==> src/rtl/wdt32_core.sv <==
// Prescaled 32-bit watchdog down-counter with sticky overflow.
// Reloads on enable, expiry or kick; control inputs act on rising edges.
module wdt32_core #(
  parameter int PRESCALE = 1,
  parameter int PRE_W    = 16
) (
  input  logic        clk,
  input  logic        rst,
  input  logic [31:0] WDLOAD,
  input  logic        WDEN,
  input  logic        WDOVCLR,
  output logic [31:0] WDTMR,
  output logic        WDOV
);

  typedef enum logic {
    IDLE,
    COUNT
  } state_t;

  localparam logic [PRE_W-1:0] PRE_MAX = PRE_W'(PRESCALE - 1);

  state_t             state, state_n;
  logic [PRE_W-1:0]   pre, pre_n;
  logic [31:0]        tmr_n;
  logic               ov_n;
  logic               en_q, clr_q, en_blk;
  logic               en_rise, clr_rise, tick;

  // en_blk masks a WDEN that is already high when reset releases
  assign en_rise  = WDEN & ~en_q & ~en_blk;
  assign clr_rise = WDOVCLR & ~clr_q;
  assign tick     = (pre == PRE_MAX);

  always_ff @(posedge clk or posedge rst) begin
    if (rst) begin
      state  <= IDLE;
      WDTMR  <= '0;
      WDOV   <= 1'b0;
      pre    <= '0;
      en_q   <= 1'b0;
      clr_q  <= 1'b0;
      en_blk <= 1'b1;
    end else begin
      state  <= state_n;
      WDTMR  <= tmr_n;
      WDOV   <= ov_n;
      pre    <= pre_n;
      en_q   <= WDEN;
      clr_q  <= WDOVCLR;
      en_blk <= en_blk & WDEN;
    end
  end

  always_comb begin
    state_n = state;
    tmr_n   = WDTMR;
    ov_n    = WDOV;
    pre_n   = pre;
    case (state)
      IDLE: begin
        if (clr_rise) ov_n = 1'b0;
        if (en_rise) begin
          state_n = COUNT;
          tmr_n   = WDLOAD;
          pre_n   = '0;
        end
      end
      COUNT: begin
        if (!WDEN) begin
          state_n = IDLE;
          pre_n   = '0;
          if (clr_rise) ov_n = 1'b0;
        end else if (clr_rise) begin
          ov_n  = 1'b0;
          tmr_n = WDLOAD;
          pre_n = '0;
        end else if (tick) begin
          pre_n = '0;
          if (WDTMR == 32'd0) begin
            ov_n  = 1'b1;
            tmr_n = WDLOAD;
          end else begin
            tmr_n = WDTMR - 32'd1;
          end
        end else begin
          pre_n = pre + 1'b1;
        end
      end
      default: state_n = IDLE;
    endcase
  end

endmodule

==> config.mk <==
export PLATFORM = sky130hd
export DESIGN_NAME = wdt32_core
export DESIGN_NICKNAME = d
export VERILOG_FILES = /design/src/rtl/wdt32_core.sv
export SDC_FILE = /design/constraint.sdc
export NUM_CORES = 1
export LEC_CHECK = 0
export ABC_CLOCK_PERIOD_IN_PS = 5200
export BUFFER_PORTS_ARGS = -buffer_cell sky130_fd_sc_hd__buf_2
export CAP_MARGIN = 15
export CORE_ASPECT_RATIO = 2
export CORE_MARGIN = 5
export CORE_UTILIZATION = 59
export DETAILED_ROUTE_END_ITERATION = 8
export GPL_TIMING_DRIVEN = 0
export PLACE_DENSITY_LB_ADDON = 0.3
export SYNTH_ARGS = -nofsm -noshare
export SYNTH_HDL_FRONTEND = slang
export SYNTH_SLANG_ARGS = --single-unit
export TNS_END_PERCENT = 20
==> constraint.sdc <==
create_clock -name clk -period 5.2 [get_ports clk]
set_input_delay 0.78 -clock clk [delete_from_list [all_inputs] [get_ports clk]]
set_output_delay 0.78 -clock clk [all_outputs]
set_load 0.02 [all_outputs]
==> results of run 1 <==
[registers in the layout, indices dropped and copies added, names as in the netlist]
name,cells
WDOV,1
WDTMR,32
clr_q,1
en_blk,1
en_q,1
pre,16
state,1
[layout by cell type, fill, tap and decap left out, drive strengths merged, types with 3 or more instances in the layout]
master,count
nor2,50
o211ai,3
a32oi,3
dfrtp,52
nand3,14
nor4b,3
a21oi,26
nor3,17
ha,4
nand4,5
o21ai,46
inv,9
a31oi,3
xor2,8
or3,4
and3,6
buf,78
xnor2,5
nor4,16
or4,3
nand2,30
a22oi,4
o21a,5
clkbuf,14
and2,3
nor3b,3
[power by group through the flow]
stage	Sequential (mW)	Clock, mW	Combinational (mW)
floorplan	0.574	0	0.135
global placement	0.529	0	0.286
detailed placement	0.532	0	0.294
CTS	0.524	0.241	0.295
global route	0.534	0.255	0.322
finish	0.527	0.237	0.295
[per-layer routing]
layer	GRT usage, %	vias up	wire length [um]
met1	29.1	1477	3050
met4	16.6	0	406
li1	-	1475	-
met2	47.9	153	4820
met5	0	-	0
met3	5.18	40	628
[cell type report]
cell class	count	area [um^2]
Multi-Input combinational cell	284	1630
Fill cell	441	1500
Sequential cell	53	1330
Timing Repair Buffer	69	360
Buffer	17	80.1
Clock buffer	6	72.6
Tap cell	58	72.6
Inverter	9	33.8
Clock inverter	2	15.0
[worst min-delay path by stage]
stage | start | end | slack (ns) | depth (start not counted)
detailed placement | WDOV | WDOV | 0.49 | 1
global route | rst | pre[9] | 0.52 | 2
CTS | rst | pre[9] | 0.50 | 2
global placement | WDOV | WDOV | 0.48 | 1
finish | rst | pre[9] | 0.49 | 2
floorplan | pre[2] | pre[2] | 0.49 | 1
[through the flow]
stage | utilization, % | hold WS (ns) | instances
after floorplan | - | 0.489 | 363
after global placement | 68.5 | 0.479 | 489
after detailed placement | 68.9 | 0.487 | 490
after CTS | 70.6 | 0.503 | 498
after global routing | 70.6 | 0.525 | 498
final | 70.6 | 0.491 | 498
[logic make-up (layout without fill, tap and decap cells)]
kind of cell / after synthesis / in the layout / share of synthesized area [%]
compound gates: 109 / 109 / 21.6
simple gates: 158 / 158 / 26.2
buf+inv: 26 / 103 / 3.70
flops: 53 / 53 / 43.2
fa+ha+maj: 4 / 4 / 1.63
xor+xnor: 13 / 13 / 3.70
==> reports/metrics.cfg, run 1 <==
[clocking]
htree_levels = 2
cts_resized = 0
clock_sinks = 53
clockBufferDepth = 2
clock_latency_ns = 0.32
cts_buffers = 5
cts_setup_buffers = 0
postCtsHoldBufs = 0
cts_tree = built
clk_pin_slew_ns = 0.10
clockRootBuffer = clkbuf_8

[placement]
port-buffer-count = 68
place.gp.congestion = 0.872
hpwl_um = 6750
place_ws_ns = 2.43
placed_area_mm2 = 0.00351

[die]
die_x_um = 61.1
initial_core_util_pct = 60.4
io_pins = 69
die_h_um = 112
num_rows = 37
coreArea_mm2 = 0.00509
dieArea_mm2 = 0.00684

[pwr]
combPwrFrac_pct = 27.9
p_switching_uw = 402
p_sw_share_pct = 37.9
vdd_drop_max_v = 0.000236
pwr-share-clk_pct = 22.4
p_leak_nw = 1.55
power_mw = 1.06
p_int_uw = 657
power.density_mw_per_mm2 = 294
seqPwrFrac_pct = 49.7

[global_route]
grt_use_total_pct = 27.7
grt_pass1_vias = 3168
antenna_found_initial = 0
grt_max_degree = 30
grt_overflow_total = 0
grt_pass1_wl_um = 14500

[sta]
fin_skew_ns = 0.00513
finalSetupViolCount = 0
fin_crit_sh_pct = 54.4
drv_slew = 0
fin_crit_ns = 2.83
rsz0062_at_grt = false
hold_viol_final = 0
fin_ws_ns = 2.37
tns_ns = 0
fmax_ghz = 0.354
worst_pin_slew_ns = 0.770
relSlewSlack_pct = 48.2

[synthesis]
ys_types = 53
ys_top_cells_by_area = dfrtp_1, nor2_1, o21ai_0, a21oi_1, nand2_1
synth_commonest_cells = dfrtp_1, nor2_1, o21ai_0, nand2_1, a21oi_1
yosys.area.top_type_share_pct = 42.3
ys.flop_type = dfrtp_1
yosysWarnings = 0
ys_ff_latch = 53
synth-seq-area-share_pct = 43.2
async_flop_share_pct = 100
synthCells = 363
yosysMostFrequentCell = dfrtp_1
synth_top_cell_by_area = dfrtp_1
syn-cell-area_mm2 = 0.00308
syn_avg_cell_area_um2 = 8.47
syn_nets = 403
synth_edf_count = 0

[critical_path]
startpoint_type = flip-flop
cp.arrival_ns = 3.01
required_ns = 5.39
reg2reg_to = WDTMR[11]
critPathMaxFanout = 10
crit_type = reg2reg
cp-end-kind = flip-flop
regToRegSetupSlack_ns = 2.37
max_stage_delay_ns = 0.64
r2r-start = WDTMR[24]
r2r_cells = 8
path_buf_inv = 2
slowest_stage = nor4_1
path_depth = 8
cp_top_family = simple AND/OR/NAND/NOR gates
critPathCapture = WDTMR[11]
cp_cell_sequence = nor4_1, nand4_1, o31ai_2, buf_4, buf_2, a21oi_1, o21ai_0, o21ai_1
crit_start = WDTMR[24]

[final_layout]
final_nets = 479
areaGrowthSynthToFinish_pct = 16.9
fin_area_mm2 = 0.00360
diodes = 0
drive_gt1_share_pct = 22.0

[detailed_routing]
via_count = 3145
drcViolationCount = 0
postRouteAntennaNets = 0
post_drt_via_cell_ratio = 6.32
firstDrtPassIters = 5
drt_wl_total_um = 8900
drtIter0Drc = 156
post_drt_wl_per_cell_um = 17.9

[flow_run]
max_cap_viol_count = 0

[hold_path]
min_path_type = in2async

[status]
outcome = completed

Note: power is estimated with default switching activity, not from simulation.
==> inputs of run 2 (changes only) <==
--- a/config.mk
+++ b/config.mk
@@ -5,12 +5,12 @@
 export SDC_FILE = /design/constraint.sdc
 export NUM_CORES = 1
 export LEC_CHECK = 0
-export ABC_CLOCK_PERIOD_IN_PS = 5200
+export ABC_CLOCK_PERIOD_IN_PS = 2590
 export BUFFER_PORTS_ARGS = -buffer_cell sky130_fd_sc_hd__buf_2
 export CAP_MARGIN = 15
 export CORE_ASPECT_RATIO = 2
 export CORE_MARGIN = 5
-export CORE_UTILIZATION = 59
+export CORE_UTILIZATION = 49
 export DETAILED_ROUTE_END_ITERATION = 8
 export GPL_TIMING_DRIVEN = 0
 export PLACE_DENSITY_LB_ADDON = 0.3
==> constraint.sdc (replaced) <==
create_clock -name clk -period 2.59 [get_ports clk]
set_input_delay 0.3885 -clock clk [delete_from_list [all_inputs] [get_ports clk]]
set_output_delay 0.3885 -clock clk [all_outputs]
set_load 0.02 [all_outputs]
==> reports/metrics.cfg, run 2 (synthesis results as in run 1) <==
[detailed_routing]
firstDrtPassIters = 5  ; unchanged
via_count = 3108  ; -1.2%
drtIter0Drc = 298  ; +91%
post_drt_via_cell_ratio = 5.86  ; -7.1%
postRouteAntennaNets = 0  ; unchanged
drt_wl_total_um = 8640  ; -2.9%
drcViolationCount = 0  ; unchanged
post_drt_wl_per_cell_um = 16.3  ; -8.8%

[clocking]
clockBufferDepth = 2  ; unchanged
clock_sinks = 53  ; unchanged
clock_latency_ns = 0.30  ; -0.02 ns
cts_buffers = 5  ; unchanged
clk_pin_slew_ns = 0.07  ; -0.03 ns
htree_levels = 2  ; unchanged
clockRootBuffer = clkbuf_16
cts_tree = built

[critical_path]
cp.arrival_ns = 2.70  ; -0.31 ns
cp-end-kind = flip-flop
required_ns = 2.77  ; -2.62 ns
crit_type = reg2reg
startpoint_type = flip-flop
r2r_cells = 6  ; -2
critPathMaxFanout = 6  ; -4

[global_route]
grt_pass1_wl_um = 13800  ; -4.7%
grt_util_met1_pct = 31.0  ; +1.9 points
grt_use_total_pct = 22.1  ; -5.6 points
grt_max_degree = 42  ; +40%
grt_overflow_total = 0  ; unchanged
use_met3_pct = 4.15  ; -1.0 points
met2_usage_pct = 33.4  ; -14 points
grt_pass1_vias = 2826  ; -11%
antenna_found_initial = 0  ; unchanged
grt_busiest_layer = met2

[sta]
rsz0062_at_grt = true
finalSetupViolCount = 0  ; unchanged
relSlewSlack_pct = 53.8  ; +5.6 points
hold_viol_final = 0  ; unchanged
worst_pin_slew_ns = 0.688  ; -0.0818 ns
drv_slew = 0  ; unchanged
fin_crit_sh_pct = 97.3  ; +43 points
fin_crit_ns = 2.52  ; -0.307 ns
fmax_ghz = 0.397  ; +12%
fin_skew_ns = 0.00791  ; +0.00279 ns

[pwr]
p_leak_nw = 1.63  ; +4.8%
power.density_mw_per_mm2 = 625  ; +110%
vdd_drop_max_v = 0.000592  ; +150%
power_mw = 2.38  ; +120%

[final_layout]
multi_input_area_mm2 = 0.00171  ; +4.6%
fillers = 578  ; +31%
area.sequential_mm2 = 0.00133  ; unchanged
mostFrequentLayoutCells = buf_2, dfrtp_1, nor2_1
diodes = 0  ; unchanged
final_common_cell = buf_2
largest_register_ffs = 32  ; unchanged
drive_gt1_share_pct = 24.8  ; +2.7 points
largest-register = WDTMR
final_nets = 483  ; +0.84%
areaGrowthSynthToFinish_pct = 23.6
utilization_pct = 61.3  ; -9.4 points
largestRegisters = WDTMR: 32 flops, pre: 16 flops

[status]
outcome = completed

[die]
dieArea_mm2 = 0.00806  ; +18%
die_h_um = 122  ; +8.9%
initial_core_util_pct = 49.5  ; -11 points
io_pins = 69  ; unchanged
die_x_um = 66.0  ; +8.1%
coreArea_mm2 = 0.00621  ; +22%
num_rows = 41  ; +11%

[placement]
place.gp.congestion = 0.842  ; -3.4%
hpwl_um = 6160  ; -8.8%
port-buffer-count = 68  ; unchanged

[flow_run]
max_cap_viol_count = 0  ; unchanged

[hold_path]
min_path_type = in2async

[run 2: metal layers]
layer	vias to the layer above	wire length (um)
li1	1488	-
met1	1453	3690
met2	151	4130
met3	16	639
met4	0	178
met5	-	0
[run 2: critical path, stage by stage, from the launching register on]
cell,delay [ns]
dfrtp_1,0.44
or4_4,0.60
or3_4,0.38
or3_4,0.41
nor2_1,0.24
a31oi_1,0.13
o22a_1,0.21
[run 2: cell type report]
class | count | share of cell area (%)
Timing Repair Buffer | 73 | 10.3
Buffer | 17 | 2.14
Multi-Input combinational cell | 284 | 44.9
Clock buffer | 6 | 3.65
Clock inverter | 2 | 0.362
Tap cell | 86 | 2.83
Inverter | 9 | 0.888
Sequential cell | 53 | 34.9
[run 2: power breakdown]
part	switching (mW)	leakage, nW	total [mW]	internal (mW)
logic	0.380	0.883	0.607	0.227
clock network	0.309	0.0768	0.695	0.385
registers	0.156	0.667	1.08	0.919
total	0.846	1.63	2.38	1.53
[run 2: final timing paths]
path,slack (ns),start,endpoint
worst max register to register,0.07,WDTMR[18],WDTMR[29]
worst max-delay path,0.07,WDTMR[18],WDTMR[29]
max in group asynchronous,1.99,rst,en_blk
min in group clk,0.21,WDOVCLR,clr_q
worst min register to register,0.52,WDOV,WDOV
worst min-delay path,0.03,rst,pre[4]
[run 2: repair_timing]
item / in CTS / in global routing
hold buffers: 0 / 0
pin swaps: 1 / 2
resized for setup: 2 / 11
endpoints found under the setup margin: 14 / 39
buffers inserted: 1 / 3
[run 2: per-stage QoR]
stage               hold slack, ns  setup TNS, ns  worst slack [ns]  std cells  instance area [um^2]
detailed placement           0.355         -0.524           -0.0969        518                  3540
finish                      0.0316              0            0.0696        530                  3800
global placement             0.499         -0.142           -0.0423        517                  3520
CTS                         0.0368              0          0.000401        527                  3720
floorplan                    0.420              0             0.195        363                  3080
global route                0.0435         -0.577            -0.117        530                  3800
==> inputs of run 3 (changes only) <==
--- a/config.mk
+++ b/config.mk
@@ -9,7 +9,6 @@
 export BUFFER_PORTS_ARGS = -buffer_cell sky130_fd_sc_hd__buf_2
 export CAP_MARGIN = 15
 export CORE_ASPECT_RATIO = 2
-export CORE_MARGIN = 5
 export CORE_UTILIZATION = 49
 export DETAILED_ROUTE_END_ITERATION = 8
 export GPL_TIMING_DRIVEN = 0
==> reports/metrics.cfg, run 3 (synthesis results as in run 1) <==
[status]
outcome = finished with violations
violations = DRC

[detailed_routing]
firstDrtPassIters = 6  ; +1
post_drt_wl_per_cell_um = 17.8  ; +9.4%
drtIter0Drc = 178  ; -40%
via_count = 3129  ; +0.68%
drcViolationCount = 3  ; +3
post_drt_via_cell_ratio = 6.21  ; +5.9%
drt_wl_total_um = 8990  ; +4.0%
postRouteAntennaNets = 0  ; unchanged

[placement]
hpwl_um = 6670  ; +8.4%
port-buffer-count = 68  ; unchanged
dp.cells = 495  ; -4.4%
place.gp.congestion = 0.872  ; +3.6%
place_ws_ns = -0.178  ; -0.0806 ns

[die]
coreArea_mm2 = 0.00601  ; -3.2%
die_h_um = 114  ; -6.6%
dieArea_mm2 = 0.00662  ; -18%
io_pins = 69  ; unchanged
initial_core_util_pct = 51.2  ; +1.7 points
die_x_um = 58.0  ; -12%
num_rows = 40  ; -2.4%

[critical_path]
path_buf_inv = 0  ; unchanged
cp_common_cell = or3_4
slowest_stage = or4_4
critPathMaxFanout = 6  ; unchanged
required_ns = 2.77  ; about the same
crit_type = reg2reg
cp-end-kind = flip-flop
cp.arrival_ns = 2.68  ; -0.02 ns
max_stage_delay_ns = 0.61  ; about the same
cp_cell_sequence = or4_4, or3_4, or3_4, nor3_2, a31oi_1, o22a_1
cp_top_family = simple AND/OR/NAND/NOR gates
startpoint_type = flip-flop

[sta]
tns_ns = 0  ; unchanged
rsz0062_at_grt = true
fin_crit_sh_pct = 96.4  ; -0.89 points
fin_ws_ns = 0.0927  ; +0.0232 ns
finalSetupViolCount = 0  ; unchanged
relSlewSlack_pct = 51.9  ; -1.9 points
hold_viol_final = 0  ; unchanged
fmax_ghz = 0.400  ; +0.93%
worst_pin_slew_ns = 0.715  ; +0.0267 ns
fin_skew_ns = 0.00506  ; -0.00286 ns
fin_crit_ns = 2.50  ; -0.0232 ns
drv_slew = 0  ; unchanged

[pwr]
p_leak_nw = 1.61  ; -0.85%
vdd_drop_max_v = 0.000462  ; -22%
power.density_mw_per_mm2 = 650  ; +4.0%

[global_route]
grt_pass1_vias = 3015  ; +6.7%
antenna_found_initial = 0  ; unchanged
grt_overflow_total = 0  ; unchanged
grt_pass1_wl_um = 14300  ; +3.3%
grt_use_total_pct = 28.1  ; +6.0 points
grt_max_degree = 41  ; -2.4%

[flow_run]
max_cap_viol_count = 0  ; unchanged

[clocking]
clk_pin_slew_ns = 0.07  ; about the same
clock_latency_ns = 0.30  ; about the same
clock_sinks = 53  ; unchanged
htree_levels = 2  ; unchanged
postCtsHoldBufs = 0  ; unchanged
clockBufferDepth = 2  ; unchanged
cts_buffers = 5  ; unchanged
clockRootBuffer = clkbuf_16
cts_tree = built

[final_layout]
diodes = 0  ; unchanged
drive_gt1_share_pct = 24.3  ; -0.51 points
largest-register = WDTMR
final_nets = 480  ; -0.62%
final_cells = 504  ; -4.9%
largest_register_ffs = 32  ; unchanged
largestRegisters = WDTMR: 32 flops, pre: 16 flops
mostFrequentLayoutCells = buf_2, dfrtp_1, nor2_1
final_common_cell = buf_2
areaGrowthSynthToFinish_pct = 22.7

[hold_path]
min_path_type = in2async

[run 3: cell type report]
cell class,count,area (um^2)
repair buffers,70,368
fillers,564,2230
clock buffers,6,129
clock inverters,2,38.8
multi-input cells,284,1720
well taps,63,78.8
inverters,9,33.8
plain buffers,17,81.3
flip-flops and latches,53,1330
[run 3: worst paths after layout]
kind	from	end	slack, ns	cells after the start
max	WDTMR[18]	WDTMR[31]	0.09	6
min	rst	pre[11]	0.04	2
max reg2reg	WDTMR[18]	WDTMR[31]	0.09	6
min reg2reg	WDOV	WDOV	0.53	1
max in group asynchronous	rst	en_blk	1.96	3
min in group clk	WDOVCLR	clr_q	0.22	1
[run 3: report_power, final]
group | total [mW] | switching, mW | internal, mW
clock network | 0.765 | 0.306 | 0.459
registers | 1.08 | 0.162 | 0.919
logic | 0.608 | 0.386 | 0.222
[run 3: routing by layer]
metal | up-vias | GRT usage (%) | part of all wire (%)
li1 | 1480 | - | -
met1 | 1516 | 30.0 | 37
met2 | 109 | 50.8 | 55
met3 | 24 | 4.20 | 4.7
met4 | 0 | 15.6 | 3.4
met5 | - | 0 | 0
[run 3: what timing repair did]
action | CTS | global route
setup endpoints to repair | 26 | 20
gates cloned | 0 | 0
pin swaps | 0 | 2
setup buffers | 0 | 1
gates resized for setup | 3 | 12
[run 3: stage by stage]
stage / hold WS, ns / power, mW / cell area, um^2 / util, %
2_1_floorplan: 0.420 / 1.42 / 3080 / -
3_3_place_gp: 0.485 / 1.64 / 3490 / 58.2
3_5_place_dp: 0.368 / 1.66 / 3510 / 58.5
4_1_cts: 0.0481 / 2.44 / 3700 / 61.7
5_1_grt: 0.0567 / 2.55 / 3770 / 62.9
6_report: 0.0415 / 2.45 / 3770 / 62.9
